File: config.mk
export PLATFORM = sky130hd
export DESIGN_NAME = muldiv_unit
export DESIGN_NICKNAME = d
export VERILOG_FILES = /design/src/rtl/muldiv_unit.sv
export SDC_FILE = /design/constraint.sdc
export NUM_CORES = 1
export LEC_CHECK = 0
export BUFFER_PORTS_ARGS = -buffer_cell sky130_fd_sc_hd__buf_2
export CAP_MARGIN = 20
export CELL_PAD_IN_SITES_DETAIL_PLACEMENT = 1
export CELL_PAD_IN_SITES_GLOBAL_PLACEMENT = 1
export CORE_MARGIN = 2
export CORE_UTILIZATION = 48
export DETAILED_ROUTE_END_ITERATION = 8
export PLACE_DENSITY = 0.95
export SYNTH_ARGS = -nofsm -noshare
export SYNTH_HDL_FRONTEND = slang
export SYNTH_SLANG_ARGS = --single-unit
File: constraint.sdc
create_clock -name clock -period 6.35 [get_ports clock]
set_input_delay 1.27 -clock clock [delete_from_list [all_inputs] [get_ports clock]]
set_output_delay 1.27 -clock clock [all_outputs]
set_load 0.01 [all_outputs]
File: src/rtl/muldiv_unit.sv
// Iterative MULT/MULTU/DIV/DIVU unit with HI/LO result registers.
// Shift-add multiply and restoring divide share one 2W-bit accumulator.
module muldiv_unit #(
   parameter int unsigned W  = 32,
   parameter int unsigned CW = 6
) (
   input  logic         clock,
   input  logic         reset,
   input  logic         start,
   input  logic [1:0]   op,
   input  logic [W-1:0] rs_val,
   input  logic [W-1:0] rt_val,
   input  logic         mthi,
   input  logic         mtlo,
   output logic [W-1:0] hi_out,
   output logic [W-1:0] lo_out,
   output logic         busy,
   output logic         done,
   output logic         div_by_zero
);

   typedef enum logic [1:0] {StIdle, StCalc, StFix, StDone} state_e;

   state_e          state_q, state_d;
   logic [CW-1:0]   counter_q, counter_d;
   logic [2*W-1:0]  acc_q, acc_d;
   logic [W-1:0]    opnd_q, opnd_d;
   logic            is_div_q, is_div_d;
   logic            neg_lo_q, neg_lo_d;
   logic            neg_hi_q, neg_hi_d;
   logic            dbz_q, dbz_d;
   logic [W-1:0]    hi_q, hi_d;
   logic [W-1:0]    lo_q, lo_d;

   logic            signed_op;
   logic [W-1:0]    a_mag, b_mag;
   logic [W:0]      mul_sum;
   logic [2*W-1:0]  mul_next;
   logic [W:0]      rem_shift, rem_diff;
   logic [2*W-1:0]  div_next;
   logic [2*W-1:0]  prod_neg;
   logic [W-1:0]    quo_neg, rem_neg;

   assign signed_op = ~op[0];
   assign a_mag     = (signed_op && rs_val[W-1]) ? -rs_val : rs_val;
   assign b_mag     = (signed_op && rt_val[W-1]) ? -rt_val : rt_val;

   // Multiply: acc low half holds the multiplier, consumed LSB first.
   assign mul_sum  = {1'b0, acc_q[2*W-1:W]} + (acc_q[0] ? {1'b0, opnd_q} : {(W+1){1'b0}});
   assign mul_next = {mul_sum, acc_q[W-1:1]};

   // Divide: acc = {remainder, dividend/quotient}; quotient bits shift in from the right.
   assign rem_shift = {acc_q[2*W-1:W], acc_q[W-1]};
   assign rem_diff  = rem_shift - {1'b0, opnd_q};
   assign div_next  = rem_diff[W] ? {rem_shift[W-1:0], acc_q[W-2:0], 1'b0}
                                  : {rem_diff[W-1:0], acc_q[W-2:0], 1'b1};

   assign prod_neg = -acc_q;
   assign quo_neg  = -acc_q[W-1:0];
   assign rem_neg  = -acc_q[2*W-1:W];

   always_comb begin
      state_d   = state_q;
      counter_d = counter_q;
      acc_d     = acc_q;
      opnd_d    = opnd_q;
      is_div_d  = is_div_q;
      neg_lo_d  = neg_lo_q;
      neg_hi_d  = neg_hi_q;
      dbz_d     = dbz_q;
      hi_d      = hi_q;
      lo_d      = lo_q;
      unique case (state_q)
         StIdle: begin
            if (mthi) hi_d = rs_val;
            if (mtlo) lo_d = rs_val;
            if (start) begin
               is_div_d  = op[1];
               acc_d     = {{W{1'b0}}, (op[1] ? a_mag : b_mag)};
               opnd_d    = op[1] ? b_mag : a_mag;
               neg_lo_d  = signed_op & (rs_val[W-1] ^ rt_val[W-1]);
               neg_hi_d  = signed_op & rs_val[W-1];
               dbz_d     = op[1] & (rt_val == '0);
               counter_d = '0;
               state_d   = StCalc;
            end
         end
         StCalc: begin
            acc_d     = is_div_q ? div_next : mul_next;
            counter_d = counter_q + CW'(1);
            if (counter_q == CW'(W - 1)) state_d = StFix;
         end
         StFix: begin
            if (is_div_q) begin
               // Divide by zero leaves |rs| as remainder, so sign fix restores rs_val in HI.
               lo_d = dbz_q ? {W{1'b1}} : (neg_lo_q ? quo_neg : acc_q[W-1:0]);
               hi_d = neg_hi_q ? rem_neg : acc_q[2*W-1:W];
            end else begin
               {hi_d, lo_d} = neg_lo_q ? prod_neg : acc_q;
            end
            state_d = StDone;
         end
         StDone: state_d = StIdle;
         default: state_d = StIdle;
      endcase
   end

   always_ff @(posedge clock) begin
      if (reset) begin
         state_q   <= StIdle;
         counter_q <= '0;
         acc_q     <= '0;
         opnd_q    <= '0;
         is_div_q  <= 1'b0;
         neg_lo_q  <= 1'b0;
         neg_hi_q  <= 1'b0;
         dbz_q     <= 1'b0;
         hi_q      <= '0;
         lo_q      <= '0;
      end else begin
         state_q   <= state_d;
         counter_q <= counter_d;
         acc_q     <= acc_d;
         opnd_q    <= opnd_d;
         is_div_q  <= is_div_d;
         neg_lo_q  <= neg_lo_d;
         neg_hi_q  <= neg_hi_d;
         dbz_q     <= dbz_d;
         hi_q      <= hi_d;
         lo_q      <= lo_d;
      end
   end

   assign hi_out      = hi_q;
   assign lo_out      = lo_q;
   assign busy        = (state_q != StIdle);
   assign done        = (state_q == StDone);
   assign div_by_zero = done & dbz_q;

endmodule
==> flow_summary.yaml <==
cells_and_area:
  layout-drive-gt1-share: 0.121
  area_delta_synth_final_pct: 10.6
  fin_nets: 2147
  fillCellCount: 3774
hold_path:
  hold_path_depth: 2
  min_path_type: "flip-flop to flip-flop"
synthesis:
  netlist_area_um2: 14500
  syn_area_per_cell_um2: 7.44
  synth_cells: 1943
  synthTopCellsByArea: "dfxtp_1 (24%), xnor2_1 (6.5%), a21oi_1 (6.4%), ha_1 (6.3%), nor2_1 (5.3%)"
  synthAdderAreaFrac: 0.0660
  synthMuxAreaShare: 0.0533
  synth-seq-cells: 172
  synth_compound_area_frac: 0.281
  synth_edf_count: 0
  synth_top_family_by_area: "compound AO/OA/AOI/OAI gates"
  yosys.area_share.simple: 0.205
  ys_seq_area_frac: 0.238
  synth_ff_type: "dfxtp_1"
  synthesis.nets: 2089
  yosysTopAreaCell: "dfxtp_1"
  yosysTopAreaCellShare: 0.238
  synth_xor_area_frac: 0.106
  yosysUniqueCellTypes: 80
  yosysWarnings: 0
  async_reset_ff_frac: 0
timing:
  timing.final.crit_share: 0.686
  drv_slew: 0
  finalSetupTns_ps: 0
  tightestPinTransition_ps: 1090
  setup_viol: 0
  rsz0062_at_grt: "false"
  whs_ps: 453
  relSlewSlack: 0.275
  fmaxAchievable_mhz: 230
  finClkSkew_ps: 14.2
  layout_min_cycle_time_ps: 4350
  finalHoldViolCount: 0
detailed_routing:
  routed_wl_um: 61700
  drt_first_iter_violations: 1768
  drc_errors: 0
  viasPerCell: 6.81
  firstDrtPassIters: 6
  wl_per_cell_um: 25.6
  drt.antenna.violating_nets: 0
  via_count: 16390
grt:
  grt_start_max_net_pins: 108
  grt_first_pass_wirelength_um: 93700
  grtUsageTotal: 0.386
  antenna_found_initial: 5
  grt_remaining_overflow: 0
  first_global_vias: 16403
critical_path:
  critical_path_class: "flip-flop to flip-flop"
  cp.arrival_ps: 4660
  crit_fanout: 21
  end_kind: "flip-flop"
  startpoint_type: "flip-flop"
  crit_required_ps: 6650
  reg2regPathDepth: 13
clocking:
  numCtsBuffers: 17
  worstSkewPairLatency_ps: 470
  cts_tree: "yes"
  clock-sinks: 172
  clockRootBuffer: "clkbuf_16"
  clockBufferDepth: 2
  cts.clk_slew.worst_paths_ps: 70
  cts_setup_buffers: 0
  postCtsHoldBufs: 0
  htreeDepth: 4
  ctsResizeCount: 0
floorplan:
  fp.dieH_um: 178
  ios: 138
  fp-row-count: 63
  start_util: 0.488
  die_area_um2: 31500
  fp.dieW_um: 178
  coreArea_um2: 29600
run_status:
  status: "finished, final reports clean"
power_and_ir_drop:
  switching_share: 0.491
  power.switching_mw: 3.06
  p_clk_frac: 0.177
  irDropWorstVdd_v: 0.000324
  pwr-share-comb: 0.540
  intPower_mw: 3.17
  p_per_area_nw_per_um2: 390
  total_leakage_power_nw: 6.47
  pwr-share-seq: 0.282
placed_design:
  portBuffers: 137
  dpl.hpwl_um: 44900
  gp_congestion: 0.988
job:
  maxCapViolations: 0
registers in the layout, indices dropped and copies added, names as in the netlist:
register / cells
acc_q: 64
hi_out: 32
lo_out: 32
opnd_q: 32
counter_q: 6
state_q: 2
dbz_q: 1
is_div_q: 1
neg_hi_q: 1
neg_lo_q: 1
power by group through the flow:
stage                     clock network (mW)  registers (mW)  logic [mW]
after floorplan                            0            1.68        2.17
final                                   1.10            1.76        3.36
after CTS                               1.11            1.74        3.24
after global placement                     0            1.73        3.01
after global routing                    1.15            1.78        3.60
after detailed placement                   0            1.75        3.15
synthesized netlist by cell type, types with 9 or more instances:
library cell	number
inv_1	69
ha_1	73
o31ai_1	21
o21a_1	14
o41ai_1	9
mux2i_1	50
nor3_1	62
nor2_1	204
a21o_1	29
a211oi_1	62
dfxtp_1	172
xor2_1	68
or4_1	12
nand3_1	26
nand2_1	178
nor4_1	18
nor3b_1	9
o221ai_1	32
a22oi_1	19
a31oi_1	24
a21oi_1	186
o211ai_1	24
mux2_2	24
nand2b_1	18
xnor2_1	107
and3_1	11
o21ai_0	137
and2_1	13
nor2b_1	13
buf_1	14
or3_1	21
clkbuf_1	105
area by class of cell:
cell class / instances / area [um2] / area share
Multi-Input combinational cell: 1578 / 10300 / 0.644
Sequential cell: 172 / 3440 / 0.216
Timing Repair Buffer: 162 / 908 / 0.0568
Tap cell: 390 / 488 / 0.0305
Clock buffer: 21 / 470 / 0.0294
Inverter: 70 / 263 / 0.0164
Clock inverter: 9 / 114 / 0.00712
Antenna cell: 3 / 7.51 / 0.000470
metal layers:
layer / track usage / vias up / wire length, um
li1: - / 7180 / -
met4: 0.253 / 2 / 4390
met1: 0.464 / 7987 / 24200
met5: 0 / - / 13
met3: 0.0876 / 287 / 5720
met2: 0.618 / 934 / 27400
critical path, cell delays in order, from the launching register on:
cell and delay, ps:
dfxtp_1 460, inv_1 90, ha_1 250, fa_1 410
nor2b_1 220, o2111ai_1 210, a31oi_1 380, nor2_1 190
a221oi_1 430, nand2_1 630, buf_4 450, and2_1 180
a31oi_1 170, o21ai_0 120
cells by family after synthesis:
group / Yosys count
compound gates: 632
simple gates: 622
buf+inv: 193
xor+xnor: 175
flops: 172
fa+ha+maj: 75
mux: 74
per-stage QoR:
step	power (mW)	setup slack, ps	cells	area [um2]	utilization
after CTS	6.09	2070	2400	15900	0.537
after detailed placement	4.90	2210	2370	15300	0.518
after global routing	6.53	1760	2403	16000	0.539
after global placement	4.74	2280	2370	15300	0.518
final	6.23	2000	2405	16000	0.539
after floorplan	3.85	2820	1943	14500	-
cell usage in the layout, fill, tap and decap left out, drive strengths merged, types with 11 or more instances in the layout:
master    n
nand2   178
nand2b   18
buf     162
and3     11
xor2     68
a21o     29
o221ai   32
nor2b    13
a22oi    19
inv      70
clkbuf   21
o21a     14
mux2i    50
mux2     24
a31oi    24
a211oi   62
o211ai   24
nand3    26
ha       73
nor3     64
or3      24
o21ai   142
and2     13
dfxtp   172
nor2    204
or4      14
o31ai    22
nor4     20
a21oi   188
xnor2   107
path summary, 6_finish.rpt:
path,start,end,slack [ps]
worst max-delay path,acc_q[31],acc_q[52],2000
worst min-delay path,lo_out[1],lo_out[1],450
worst max register to register,acc_q[31],acc_q[52],2000
worst min register to register,lo_out[1],lo_out[1],450
Note: power is estimated with default switching activity, not from simulation.
